==> config.mk <==
export PLATFORM = sky130hd
export DESIGN_NAME = pipe_stage2_collector_flat
export DESIGN_NICKNAME = d
export VERILOG_FILES = /design/src/rtl/pipe_stage2_collector_if.sv /design/src/rtl/pipe_stage2_collector.sv /design/src/flat_wrapper.sv
export SDC_FILE = /design/constraint.sdc
export NUM_CORES = 1
export LEC_CHECK = 0
export CORE_MARGIN = 2
export CORE_UTILIZATION = 55
export DETAILED_ROUTE_END_ITERATION = 6
export DONT_BUFFER_PORTS = 1
export PLACE_DENSITY = 0.82
export SETUP_SLACK_MARGIN = 0.5
export SYNTH_ARGS = -nofsm -noshare
export SYNTH_HDL_FRONTEND = slang
export SYNTH_SLANG_ARGS = --single-unit
==> constraint.sdc <==
create_clock -name CLK_i -period 15.2 [get_ports CLK_i]
set_clock_uncertainty 0.15 [all_clocks]
set_input_delay 0 -clock CLK_i [delete_from_list [all_inputs] [get_ports CLK_i]]
set_output_delay 0 -clock CLK_i [all_outputs]
set_load 0.1 [all_outputs]
==> src/rtl/pipe_stage2_collector_if.sv <==
// Stage-2 collector bus: pipe-side sample inputs plus the writeback-side
// valid/ready drain port. The slave modport is the collector's view and the
// master modport is the driver's (pipe + writeback) view.
//   start_i      arm collection (1-cycle pulse)
//   stage_i      current pipe stage
//   finished_i   pipe reached stage 7
//   operand1_i   per-lane operand1 (sqrt, div_mul or center id)
//   operand2_i   per-lane operand2 (dnorm)
//   out_ready_i  consumer accepts head entry
//   stall_o      backpressure to the pipe
//   out_valid_o  head entry valid
//   out_data_o   head entry, lane i at [i*2W +: 2W] as {operand1, operand2}
//   out_stage_o  stage tag of head entry
//   count_o      FIFO occupancy
//   done_o       drain complete pulse
//   overflow_o   sticky: an entry was lost
interface pipe_stage2_collector_if #(
    parameter int PARALLEL = 2,
    parameter int WIDTH    = 16,
    parameter int DEPTH    = 8
);
    localparam int CW = $clog2(DEPTH + 1);

    logic                          start_i;
    logic [2:0]                    stage_i;
    logic                          finished_i;
    logic [PARALLEL*WIDTH-1:0]     operand1_i;
    logic [PARALLEL*WIDTH-1:0]     operand2_i;
    logic                          out_ready_i;
    logic                          stall_o;
    logic                          out_valid_o;
    logic [PARALLEL*2*WIDTH-1:0]   out_data_o;
    logic [2:0]                    out_stage_o;
    logic [CW-1:0]                 count_o;
    logic                          done_o;
    logic                          overflow_o;

    modport slave (
        input  start_i, stage_i, finished_i, operand1_i, operand2_i, out_ready_i,
        output stall_o, out_valid_o, out_data_o, out_stage_o, count_o, done_o, overflow_o
    );

    modport master (
        output start_i, stage_i, finished_i, operand1_i, operand2_i, out_ready_i,
        input  stall_o, out_valid_o, out_data_o, out_stage_o, count_o, done_o, overflow_o
    );
endinterface

==> src/rtl/pipe_stage2_collector.sv <==
// Receiving end of the stage-2 operand pipe. Captures beats from selected
// stages into a tagged first-word-fall-through FIFO and drains them to the
// writeback unit over valid/ready.
//   CLK_i  clock
//   RST_i  asynchronous active-high reset
//   bus    pipe_stage2_collector_if.slave (see interface header for signals)
//
// state     | meaning
// ----------+-------------------------------------------------------------
// S_IDLE    | waiting for start_i, outputs quiet
// S_COLLECT | sampling the pipe each cycle, FIFO may drain concurrently
// S_DRAIN   | pipe finished, emptying remaining entries
// S_DONE    | one cycle: done_o pulse, then back to idle
module pipe_stage2_collector #(
    parameter int         PARALLEL     = 2,
    parameter int         WIDTH        = 16,
    parameter int         DEPTH        = 8,
    parameter logic [7:0] CAPTURE_MASK = 8'b0111_0000,
    parameter int         N_SENTINEL   = 4096
) (
    input  logic                        CLK_i,
    input  logic                        RST_i,
    pipe_stage2_collector_if.slave      bus
);
    localparam int PW = PARALLEL * WIDTH;
    localparam int EW = 3 + 2 * PW;
    localparam int AW = $clog2(DEPTH);
    localparam int CW = $clog2(DEPTH + 1);

    typedef enum logic [1:0] {S_IDLE, S_COLLECT, S_DRAIN, S_DONE} state_t;

    state_t          state_q, state_d;
    logic [AW-1:0]   wr_ptr_q, wr_ptr_d;
    logic [AW-1:0]   rd_ptr_q, rd_ptr_d;
    logic [CW-1:0]   count_q, count_d;
    logic            overflow_q, overflow_d;
    logic [EW-1:0]   mem_q [DEPTH];
    logic [EW-1:0]   mem_d [DEPTH];

    logic            any_real;
    logic            capture_en;
    logic            out_valid;
    logic            pop;
    logic            push;
    logic            full;
    logic [EW-1:0]   head;

    always_ff @(posedge CLK_i or posedge RST_i) begin
        if (RST_i) begin
            state_q    <= S_IDLE;
            wr_ptr_q   <= '0;
            rd_ptr_q   <= '0;
            count_q    <= '0;
            overflow_q <= 1'b0;
            for (int i = 0; i < DEPTH; i++) mem_q[i] <= '0;
        end else begin
            state_q    <= state_d;
            wr_ptr_q   <= wr_ptr_d;
            rd_ptr_q   <= rd_ptr_d;
            count_q    <= count_d;
            overflow_q <= overflow_d;
            for (int i = 0; i < DEPTH; i++) mem_q[i] <= mem_d[i];
        end
    end

    always_comb begin
        state_d    = state_q;
        wr_ptr_d   = wr_ptr_q;
        rd_ptr_d   = rd_ptr_q;
        count_d    = count_q;
        overflow_d = overflow_q;
        for (int i = 0; i < DEPTH; i++) mem_d[i] = mem_q[i];

        // Stage 6 carries center ids; a beat where every lane is the
        // sentinel is a "no hit" and is not worth a FIFO slot.
        any_real = 1'b0;
        for (int l = 0; l < PARALLEL; l++) begin
            if (bus.operand1_i[l*WIDTH +: WIDTH] != WIDTH'(N_SENTINEL)) any_real = 1'b1;
        end

        capture_en = (state_q == S_COLLECT) && CAPTURE_MASK[bus.stage_i]
                     && ((bus.stage_i != 3'd6) || any_real);
        out_valid  = ((state_q == S_COLLECT) || (state_q == S_DRAIN)) && (count_q != '0);
        pop        = out_valid && bus.out_ready_i;
        full       = (count_q == CW'(DEPTH));
        // A full FIFO still takes the beat when the head leaves this cycle.
        push       = capture_en && (!full || pop);

        if (capture_en && !push) overflow_d = 1'b1;

        if (push) begin
            mem_d[wr_ptr_q] = {bus.stage_i, bus.operand1_i, bus.operand2_i};
            wr_ptr_d        = wr_ptr_q + AW'(1);
        end
        if (pop) rd_ptr_d = rd_ptr_q + AW'(1);
        if (push && !pop) count_d = count_q + CW'(1);
        else if (pop && !push) count_d = count_q - CW'(1);

        unique case (state_q)
            S_IDLE: begin
                if (bus.start_i) begin
                    state_d    = S_COLLECT;
                    overflow_d = 1'b0;
                end
            end
            S_COLLECT: if (bus.finished_i) state_d = S_DRAIN;
            S_DRAIN:   if (count_d == '0) state_d = S_DONE;
            S_DONE:    state_d = S_IDLE;
            default:   state_d = S_IDLE;
        endcase

        head            = mem_q[rd_ptr_q];
        bus.out_valid_o = out_valid;
        bus.out_stage_o = out_valid ? head[EW-1 -: 3] : 3'd0;
        bus.out_data_o  = '0;
        if (out_valid) begin
            for (int l = 0; l < PARALLEL; l++) begin
                bus.out_data_o[l*2*WIDTH +: 2*WIDTH] =
                    {head[PW + l*WIDTH +: WIDTH], head[l*WIDTH +: WIDTH]};
            end
        end
        // One spare slot absorbs the beat already in flight when stall rises.
        bus.stall_o     = (state_q == S_COLLECT) && (count_q >= CW'(DEPTH - 1));
        bus.count_o     = count_q;
        bus.done_o      = (state_q == S_DONE);
        bus.overflow_o  = overflow_q;
    end
endmodule

==> src/flat_wrapper.sv <==
// flat-port wrapper written by rule: the top's interface ports become plain ports
module pipe_stage2_collector_flat 
#(
    parameter int         PARALLEL     = 2,
    parameter int         WIDTH        = 16,
    parameter int         DEPTH        = 8,
    parameter logic [7:0] CAPTURE_MASK = 8'b0111_0000,
    parameter int         N_SENTINEL   = 4096
)
  (CLK_i, RST_i, bus_start_i, bus_stage_i, bus_finished_i, bus_operand1_i, bus_operand2_i, bus_out_ready_i, bus_stall_o, bus_out_valid_o, bus_out_data_o, bus_out_stage_o, bus_count_o, bus_done_o, bus_overflow_o);
  pipe_stage2_collector_if #(.PARALLEL(PARALLEL), .WIDTH(WIDTH), .DEPTH(DEPTH)) bus_i ();
  input  logic CLK_i;
  input  logic RST_i;
  input wire logic [$bits(bus_i.start_i)-1:0] bus_start_i;
  input wire logic [$bits(bus_i.stage_i)-1:0] bus_stage_i;
  input wire logic [$bits(bus_i.finished_i)-1:0] bus_finished_i;
  input wire logic [$bits(bus_i.operand1_i)-1:0] bus_operand1_i;
  input wire logic [$bits(bus_i.operand2_i)-1:0] bus_operand2_i;
  input wire logic [$bits(bus_i.out_ready_i)-1:0] bus_out_ready_i;
  output wire logic [$bits(bus_i.stall_o)-1:0] bus_stall_o;
  output wire logic [$bits(bus_i.out_valid_o)-1:0] bus_out_valid_o;
  output wire logic [$bits(bus_i.out_data_o)-1:0] bus_out_data_o;
  output wire logic [$bits(bus_i.out_stage_o)-1:0] bus_out_stage_o;
  output wire logic [$bits(bus_i.count_o)-1:0] bus_count_o;
  output wire logic [$bits(bus_i.done_o)-1:0] bus_done_o;
  output wire logic [$bits(bus_i.overflow_o)-1:0] bus_overflow_o;
  assign bus_i.start_i = bus_start_i;
  assign bus_i.stage_i = bus_stage_i;
  assign bus_i.finished_i = bus_finished_i;
  assign bus_i.operand1_i = bus_operand1_i;
  assign bus_i.operand2_i = bus_operand2_i;
  assign bus_i.out_ready_i = bus_out_ready_i;
  assign bus_stall_o = bus_i.stall_o;
  assign bus_out_valid_o = bus_i.out_valid_o;
  assign bus_out_data_o = bus_i.out_data_o;
  assign bus_out_stage_o = bus_i.out_stage_o;
  assign bus_count_o = bus_i.count_o;
  assign bus_done_o = bus_i.done_o;
  assign bus_overflow_o = bus_i.overflow_o;
  pipe_stage2_collector #(.PARALLEL(PARALLEL), .WIDTH(WIDTH), .DEPTH(DEPTH), .CAPTURE_MASK(CAPTURE_MASK), .N_SENTINEL(N_SENTINEL)) u_core (.CLK_i(CLK_i), .RST_i(RST_i), .bus(bus_i));
endmodule
==> results of run 1 <==
-- repair_timing --
item	CTS	global route
hold endpoints to repair	575	0
endpoints found under the setup margin	0	0
hold buffers	75	0
-- stage by stage --
| stage | setup slack, ns | instance area (µm²) | util |
|---|---|---|---|
| finish | 10.65 | 28300 | 0.6276 |
| global placement | 11.07 | 25680 | 0.5695 |
| floorplan | 7.580 | 24980 | - |
| detailed placement | 11.03 | 25680 | 0.5695 |
| global route | 10.44 | 28290 | 0.6275 |
| CTS | 10.59 | 28290 | 0.6275 |
-- flip-flops by register name, summed over array words and instances, names as in the netlist --
| name | cells |
|---|---|
| u_core.wr_ptr_q | 3 |
| u_core.rd_ptr_q | 3 |
| u_core.mem_q | 536 |
| u_core.bus.count_o | 4 |
| u_core.state_q | 2 |
| u_core.bus.overflow_o | 1 |
-- worst min-delay path: stages --
cell     delay, ns
nor3_1        0.04
nand3_1       0.09
o31a_2        0.36
o221a_2       0.26
-- kinds of logic after synthesis --
kind of cell,Yosys count,synth area share
fa+ha+maj,9,0.004508
xor+xnor,6,0.002104
simple gates,141,0.02695
buf+inv,121,0.02219
compound gates,23,0.006663
flops,549,0.5500
mux,733,0.3876
-- cells in the final DEF, fill, tap and decap left out, types with 11 or more instances in the layout --
master and instances:
nand2_1 20, mux2i_1 69, clkbuf_16 57, clkbuf_8 17
buf_4 27, dfrtp_1 546, mux2_2 529, mux4_2 134
nor2_2 68, dlygate4sd3_1 74, clkinv_2 11
-- routing by layer --
layer  global-route usage  wire, µm  up-vias
met5                    0        13        -
met4              0.06256      1227        2
met3              0.04836      2495       87
met2               0.4061     27650      266
met1               0.3215     23390     7585
li1                     -         -     5968
-- final timing paths --
| check | startpoint | end | slack [ns] | cells past startpoint |
|---|---|---|---|---|
| hold reg to reg | u_core.mem_q[535] | u_core.mem_q[535] | 0.32 | 1 |
| setup reg to reg | u_core.bus.count_o[0] | u_core.mem_q[204] | 11.02 | 8 |
| max in group asynchronous | RST_i | u_core.mem_q[222] | 11.72 | 6 |
| hold / removal | bus_operand1_i[20] | u_core.bus.count_o[1] | 0.05 | 4 |
| setup / recovery | u_core.rd_ptr_q[1] | bus_out_data_o[28] | 10.65 | 5 |
| min in group asynchronous | RST_i | u_core.mem_q[405] | 0.45 | 4 |
-- where the power goes --
| part | switching [mW] | internal (mW) |
|---|---|---|
| clock | 0.567 | 0.814 |
| sequential | 0.429 | 2.07 |
| combinational | 1.81 | 1.14 |
-- area by class of cell --
class / count / share of cell area
clock buffer: 81 / 0.05961
sequential: 549 / 0.4859
timing repair buffer: 103 / 0.03476
clock inverter: 17 / 0.005925
tap: 600 / 0.02653
inverter: 11 / 0.001592
antenna: 1 / 0.00008844
multi-input combinational: 912 / 0.3856
==> key figures, run 1 <==
Timing
  – Worst Max-Slew Pin Slew: around 1.2 ns
  – Maximum clock frequency: about 0.22 GHz
  – # setup viols final: 0
  – Hold Vio Cnt, Final: 0
  – RSZ-0062 raised after global routing: no
  – Setup TNS: 0 ns
  – Fin crit share: 0.2990
  – Worst hold margin: roughly 0.053 ns
  – Minimum clock period: ~4.5 ns
  – Final slew viol count: 0
  – Max_slew headroom: 0.1829

Critical path
  – Slowest CP cell: buf_4
  – Buffers plus inverters on the worst setup path: 2
  – CP arrival: between 4 and 5 ns
  – Worst path most repeated cell: buf_4
  – CP delay by family, top: buffers and inverters
  – Required time worst endpoint: between 15 and 20 ns
  – Critical Path Max Stage Delay: a little under 0.9 ns
  – Cells along the critical path: buf_4 -> buf_4 -> mux4_2 -> mux2i_1 -> nor2_2
  – Crit end category: output pin
  – CP Launch Type: flop
  – Max FO, Critical Path: 61
  – CP Class: reg2out

Clock tree
  – Clock latency on the worst-skew pair: 0.59 ns
  – H-tree depth: 2
  – Clock tree buffer depth: 3
  – Root Buffer: clkbuf_16
  – Postcts setup bufs: 0
  – Number of CTS-inserted buffers: 56
  – CTS tree: yes
  – Worst-path clk slew: about 0.060 ns
  – # resized after CTS: 0
  – Number of clock sinks: ~550

Floorplan
  – Die height: around 220 µm
  – Chip width: 217.1 µm
  – Core area: approximately 45,000 µm²
  – I/O Pins: 147
  – Num rows: a little under 80
  – Die ar.: around 47,000 µm²
  – Initial Util: 0.5540

Place
  – Port Buffers: 0
  – GP Congestion: a little under 0.8
  – Placed Instances: roughly 2,100
  – Final HPWL DP: a little over 30 mm

GRT
  – First-pass GRT wire length: 87.70 mm
  – Total gr overflow: 0
  – Initial antenna violation count: 2
  – Via count of the first global-routing pass: about 15,000
  – Total track usage: 0.2405
  – Largest net degree at the start of global routing: 206

Finish
  – Share of post-route cells with drive strength above 1: 0.5200
  – Sequential Area: 13,750 µm²
  – # nets final: between 1,500 and 2,000
  – Area delta synth->final: 13.28%
  – Multi-input logic area: 10,910 µm²
  – Finished Layout Cells: approximately 2,300
  – Filler Cell Count: approximately 3,200

Run
  – Max-cap violations: 0

Synth
  – Yosys warns: 0
  – Post-synth top cells: dfrtp_1 (549), mux2_2 (529), mux4_2 (134), nor2_1 (78), mux2i_1 (69)
  – Yosys top cell by area: dfrtp_1
  – Cells after Synth: around 1,600
  – Most common cell in the netlist: dfrtp_1
  – Syn Std Cell Area: 24,980 µm²
  – Synthesis-stage register bit count: around 550
  – Post-synth ARST share: 1.000
  – Number of flops mapped to enable cells by yosys: 0
  – Primary FF master, synth: dfrtp_1
  – Synthesized net count: 1,663
  – Post-synthesis sequential area ratio: 0.5500
  – Share of the synthesized area in the top cell type: 0.5500
  – Syn_area_per_cell: 15.79 µm²
  – Post-synth cell types: 46
  – Top area cells in the synthesized netlist: dfrtp_1 (55%), mux2_2 (24%), mux4_2 (12%)

Power
  – Peak supply drop: roughly 0.0002 V
  – Total design power: roughly 6.8 mW
  – Power Density: between 200 and 250 nW/µm²
  – Leakage Power: roughly 13 nW

Detailed routing
  – Via density per instance: about 6.1
  – Post-Route WL: between 50 and 60 mm
  – TritonRoute pass-1 iters: 4
  – Wire per inst: 24.09 µm
  – Residual DRC: 0
  – Via count: about 14,000
  – Antenna viol nets, final: 0
  – 1st-iter DRT viols: around 870

Run status
  – Outcome: finished clean

Hold path
  – Hold Path Class: in2reg
Note: power is estimated with default switching activity, not from simulation.
==> run 2: changes to the inputs <==
- clock period: 15.2 -> 4.12 ns (I/O delays scaled with it)
==> run 2 against run 1 <==
Combinational power increased to 4.0 times the previous value. Count of clock-buffer cells in the layout shrank 4. Largest power group unchanged. Non-clock buffer count rose by 76. Sequential share of layout area decreased by 1.2 points. Worst hold slack worse by 0.013 ns. Clock power increased to 3.6 times the previous value. Sequential power increased to 3.7 times the previous value. Via count grew 2.3%. Critical path type is now reg2reg. Final cell count grew 3.2%. Flip-flop and latch count unchanged. Highest routed layer is now met4.
==> key figures, run 2 (synthesis gave the netlist of run 1 again) <==
Floorplan
  – Core area: 45,090 µm² (unchanged)
  – Num rows: 78 (unchanged)
  – Initial Util: 0.5540 (unchanged)
  – I/O Pins: 147 (unchanged)
  – Die height: 217.1 µm (unchanged)
  – Chip width: 217.1 µm (unchanged)
  – Die ar.: 47,130 µm² (unchanged)

Critical path
  – Beginning of the worst register-to-register path: u_core.state_q[0]
  – Reg2Reg Depth: 10 (+2)
  – Setup slack, reg-to-reg: 0.73 ns (-10.29 ns)
  – Required time worst endpoint: 4.50 ns (-10.55 ns)
  – Crit end category: flop
  – CP arrival: 3.77 ns (-0.63 ns)
  – Worst Setup EP: u_core.state_q[0]
  – CP Launch Type: flop
  – Crit path from: u_core.state_q[0]
  – CP Class: reg2reg
  – Worst reg2reg endpoint: u_core.state_q[0]
  – Max FO, Critical Path: 7 (-89%)

Timing
  – RSZ-0062 raised after global routing: no
  – Fin crit share: 0.8220
  – Maximum clock frequency: 0.2953 GHz
  – Worst Max-Slew Pin Slew: 1.092 ns (-0.1338 ns)
  – Final slew viol count: 0 (unchanged)
  – Max_slew headroom: 0.2713 (+0.08844)
  – # setup viols final: 0 (unchanged)
  – Hold Vio Cnt, Final: 0 (unchanged)
  – Worst hold margin: 0.03956 ns (-0.01338 ns)
  – Minimum clock period: approximately 3.4 ns

Detailed routing
  – Post-Route WL: 55.49 mm (+1.3%)
  – Antenna viol nets, final: 0 (unchanged)
  – Via density per instance: 6.063 (-0.87%)
  – TritonRoute pass-1 iters: 5 (+1)
  – Wire per inst: 23.65 µm (-1.8%)
  – Via count: 14,224 (+2.3%)
  – Residual DRC: 0 (unchanged)
  – 1st-iter DRT viols: 838 (-4.0%)

Finish
  – Most frequent cells in the layout: dfrtp_1 (546), mux2_2 (529), mux4_2 (134)
  – Top reg by flops: u_core.mem_q
  – Filler Cell Count: 3,155 (-2.5%)
  – Final core utilization: 0.6437 (+0.01612)
  – Leading cell type in the layout, fill and taps excluded: dfrtp_1
  – Area delta synth->final: 16.19%
  – Share of post-route cells with drive strength above 1: 0.5390 (+0.01897)
  – Post-route cell area: 29,020 µm² (+2.6%)
  – # nets final: 1,789 (+4.4%)
  – Number of flip-flops in the largest register: 536 (unchanged)

GRT
  – Largest net degree at the start of global routing: 154 (-25%)
  – Via count of the first global-routing pass: 15,651 (+2.6%)
  – Initial antenna violation count: 2 (unchanged)
  – Total track usage: 0.2436 (+0.003114)
  – First-pass GRT wire length: 89.37 mm (+1.9%)
  – Total gr overflow: 0 (unchanged)

Clock tree
  – H-tree depth: 2 (unchanged)
  – Number of CTS-inserted buffers: 55 (-1.8%)
  – # resized after CTS: 0 (unchanged)
  – Number of clock sinks: 549 (unchanged)
  – Clock latency on the worst-skew pair: 0.60 ns (about the same)
  – Root Buffer: clkbuf_16
  – CTS tree: yes
  – Clock tree buffer depth: 3 (unchanged)
  – Worst-path clk slew: 0.07 ns (about the same)

Place
  – Port Buffers: 0 (unchanged)
  – Final HPWL DP: 32.02 mm (+3.0%)
  – Placed cell areas: 26,470 µm² (+3.1%)
  – GP Congestion: 0.7472 (-4.4%)

Power
  – Peak supply drop: 0.0008143 V (+310%)
  – Leakage Power: 13.35 nW (+3.5%)
  – Power Density: 895.4 nW/µm² (+270%)
  – Total design power: 25.99 mW (+280%)

Hold path
  – Hold Path Class: in2reg

Run status
  – Outcome: finished clean

Run
  – Max-cap violations: 0 (unchanged)
## run 2: changes by cell type in the layout (fill, tap and decap cells not counted), sizes merged
cell         before  now
buf              29  106
bufinv            3    4
clkbuf           81   77
diode             1    2
dlygate4sd3      74   73
clkinvlp          4    2
## run 2: worst min-delay path by stage
| stage | from | endpoint | slack (ns) | cells after the start |
|---|---|---|---|---|
| after CTS | bus_operand1_i[19] | u_core.bus.count_o[1] | 0.0004 | 4 |
| after global placement | RST_i | u_core.bus.overflow_o | -0.07 | 1 |
| final | bus_operand1_i[19] | u_core.bus.count_o[1] | 0.04 | 4 |
| after detailed placement | RST_i | u_core.state_q[0] | -0.06 | 1 |
| after floorplan | bus_start_i | u_core.bus.overflow_o | -0.06 | 1 |
| after global routing | bus_operand1_i[19] | u_core.bus.count_o[1] | 0.05 | 4 |
## run 2: cell type report
class / count / area (µm²) / area share
antenna: 2 / 5.005 / 0.0001724
clock inverter: 16 / 186.4 / 0.006424
clock buffer: 77 / 1612 / 0.05553
tap: 600 / 750.7 / 0.02587
sequential: 549 / 13750 / 0.4737
multi-input combinational: 912 / 10910 / 0.3759
timing repair buffer: 179 / 1764 / 0.06079
inverter: 11 / 45.04 / 0.001552
## run 2: what timing repair did
| item | CTS | global route |
|---|---|---|
| setup endpoints to repair | 0 | 0 |
| hold buffers | 74 | 0 |
| setup buffers | 0 | 0 |
| endpoints found under the hold margin | 799 | 0 |
## run 2: through the flow
stage                     setup TNS (ns)  setup slack [ns]  cells
final                                  0            0.7335   2346
after detailed placement               0            0.9236   2177
after CTS                              0            0.7600   2344
after global placement                 0            0.9843   2177
after global routing                   0            0.5555   2346
after floorplan                 -1921.42            -3.500   1582
## run 2: power breakdown
part	switching, mW	total, mW	leakage, nW	internal (mW)
Clock	2.04	4.99	0.892	2.95
Combinational	6.90	11.8	5.26	4.92
Sequential	1.52	9.18	7.20	7.65
## run 2: routing by layer
layer / wire, µm / share of wire / track usage / up-vias
met5: 0 / 0 / 0 / -
met4: 1358 / 0.024 / 0.07215 / 0
met3: 2514 / 0.045 / 0.03732 / 89
met2: 28420 / 0.51 / 0.4193 / 326
met1: 23200 / 0.42 / 0.3227 / 7686
li1: - / - / - / 6123
## run 2: critical path, stage by stage (launching register included)
cell and delay (ns):
dfrtp_1 0.39, inv_1 0.11, ha_1 0.41, nand2_1 0.19, nor2_1 0.32, nand2_1 0.12, or4b_1 0.49, o311ai_1 0.14
nand3_1 0.14, a311oi_1 0.27, dlygate4sd3_1 0.59
==> run 3: changes to the inputs <==
- clock period: 4.12 -> 3.1 ns (I/O delays scaled with it)
==> run 3 against run 2 <==
Sequential power is 30% higher. Flip-flop and latch count stayed put. Core utilization is 7.7 points higher. First-iteration DRC count is 32% higher. Routed wire length is 23% higher. Worst hold slack better by 0.0065 ns. Cell area is 12% higher. Critical path depth is 3 lower.
==> key figures, run 3 (synthesis gave the netlist of run 1 again) <==
Clock tree
  – Worst-path clk slew: 0.06 ns (about the same)
  – Number of CTS-inserted buffers: 55 (unchanged)
  – Root Buffer: clkbuf_16
  – Clock tree buffer depth: 3 (unchanged)
  – CTS tree: yes
  – Number of clock sinks: 549 (unchanged)
  – H-tree depth: 2 (unchanged)
  – Clock latency on the worst-skew pair: 0.62 ns (+0.02 ns)

Finish
  – Leading cell type in the layout, fill and taps excluded: dfrtp_1
  – # nets final: 1,872 (+4.6%)
  – Sequential Area: 13,750 µm² (unchanged)
  – Filler Cell Count: 2,609 (-17%)
  – Multi-input logic area: 12,100 µm² (+11%)
  – Area delta synth->final: 30.05%
  – Share of post-route cells with drive strength above 1: 0.6028 (+0.06385)
  – Final core utilization: 0.7204 (+0.07673)
  – Top reg by flops: u_core.mem_q
  – Number of flip-flops in the largest register: 536 (unchanged)
  – Post-route cell area: 32,480 µm² (+12%)
  – Most frequent cells in the layout: dfrtp_1 (546), mux2_2 (523), mux4_2 (134)

Detailed routing
  – TritonRoute pass-1 iters: 5 (unchanged)
  – Top Layer Used: met5
  – Met1 WL: 26.88 mm (+16%)
  – Via density per instance: 6.232 (+2.8%)
  – Wire per inst: 27.98 µm (+18%)
  – Routed wl met3: 3.661 mm (+46%)
  – 1st-iter DRT viols: 1,107 (+32%)
  – Met2 routed wirelength: 35.09 mm (+23%)
  – Post-Route WL: 68.06 mm (+23%)
  – Antenna viol nets, final: 0 (unchanged)
  – Via count: 15,163 (+6.6%)
  – Residual DRC: 0 (unchanged)

Critical path
  – Buffers plus inverters on the worst setup path: 4 (+2)
  – Required time worst endpoint: 2.95 ns (-1.55 ns)
  – CP delay by family, top: multiplexers
  – Max FO, Critical Path: 6 (-1)
  – Critical Path Max Stage Delay: 0.56 ns (-0.03 ns)
  – Worst path most repeated cell: buf_12
  – Slowest CP cell: mux4_2
  – CP Class: reg2out
  – CP Launch Type: flop
  – CP arrival: 2.53 ns (-1.24 ns)
  – Crit end category: output pin
  – Cells along the critical path: buf_12 -> buf_6 -> clkbuf_16 -> mux4_2 -> mux2i_4 -> nor2_4 -> buf_12

Timing
  – Max_slew headroom: 0.3440 (+0.07270)
  – Final worst slack: 0.4174 ns (-0.3161 ns)
  – Fin crit share: 0.8654
  – Maximum clock frequency: approximately 0.37 GHz
  – Setup TNS: 0 ns (unchanged)
  – RSZ-0062 raised after global routing: yes
  – # setup viols final: 0 (unchanged)
  – Final slew viol count: 0 (unchanged)
  – Worst Max-Slew Pin Slew: 0.9864 ns (-0.1054 ns)
  – Hold Vio Cnt, Final: 0 (unchanged)
  – Minimum clock period: approximately 2.7 ns

GRT
  – Via count of the first global-routing pass: 16,501 (+5.4%)
  – Largest net degree at the start of global routing: 142 (-7.8%)
  – Initial antenna violation count: 4 (+2)
  – First-pass GRT wire length: 98.08 mm (+9.8%)
  – Total gr overflow: 0 (unchanged)
  – Total track usage: 0.2742 (+0.03063)

Hold path
  – Hold Path Class: in2async

Floorplan
  – Die height: 217.1 µm (unchanged)
  – I/O Pins: 147 (unchanged)
  – Num rows: 78 (unchanged)
  – Initial Util: 0.5540 (unchanged)
  – Core area: 45,090 µm² (unchanged)
  – Chip width: 217.1 µm (unchanged)
  – Die ar.: 47,130 µm² (unchanged)

Power
  – Peak supply drop: 0.001001 V (+23%)
  – Power Density: 1284 nW/µm² (+43%)
  – Leakage Power: 14.27 nW (+6.9%)
  – Total design power: 41.71 mW (+61%)

Place
  – Placed cell areas: 27,750 µm² (+4.9%)
  – GP Congestion: 0.7893 (+5.6%)
  – Final HPWL DP: 34.29 mm (+7.1%)
  – Port Buffers: 0 (unchanged)
  – Setup Slack @ Placement: 0.07141 ns (-0.8522 ns)

Run status
  – Outcome: finished clean

Run
  – Max-cap violations: 0 (unchanged)
[run 3: layer usage]
layer / GRT usage / vias up
met5: 0 / -
met4: 0.1116 / 2
met3: 0.05171 / 144
met2: 0.4539 / 469
met1: 0.3602 / 8224
li1: - / 6324
[run 3: worst register-to-register path: cells and delay by family, from the launching register on]
kind	cells	cell delay, ns
buffers and inverters	3	0.57
AOI/OAI and AO/OA	3	0.47
DFF	1	0.40
and+or+nand+nor	2	0.39
muxes	1	0.36
adders and majority gates	1	0.15
[run 3: through the flow]
stage,hold slack (ns),instances
final,0.04608,2433
after global routing,0.06956,2431
after CTS,0.004336,2392
after detailed placement,-0.2320,2190
after global placement,-0.2304,2190
after floorplan,-0.06018,1582
[run 3: worst paths after layout]
check	from	end	slack, ns	cells after the start
worst max-delay path	u_core.rd_ptr_q[0]	bus_out_data_o[52]	0.42	7
worst min-delay path	RST_i	u_core.state_q[0]	0.05	3
worst max register to register	u_core.state_q[1]	u_core.mem_q[426]	0.48	10
worst min register to register	u_core.mem_q[66]	u_core.mem_q[66]	0.32	1
max in group asynchronous	RST_i	u_core.mem_q[220]	2.01	3
min in group CLK_i	bus_operand1_i[27]	u_core.bus.count_o[3]	0.09	7
[run 3: what timing repair did]
item	CTS	global route
setup buffers	23	16
pin swaps	4	13
hold endpoints to repair	1090	0
hold buffers	75	0
endpoints found under the setup margin	602	342
cloned	10	20
resized for setup	115	89
[run 3: area by class of cell]
type	count	area share
inverter	11	0.001387
clock inverter	14	0.006163
timing repair buffer	262	0.1239
tap	600	0.02311
multi-input combinational	912	0.3725
sequential	549	0.4233
antenna	5	0.0003852
clock buffer	80	0.04927
[run 3: where the power goes]
part	switching [mW]	internal [mW]	leakage, nW	total (mW)
registers	1.73	10.2	7.20	11.9
logic	12.4	10.7	6.20	23.1
clock network	2.84	3.82	0.878	6.66
total	17.0	24.8	14.3	41.7
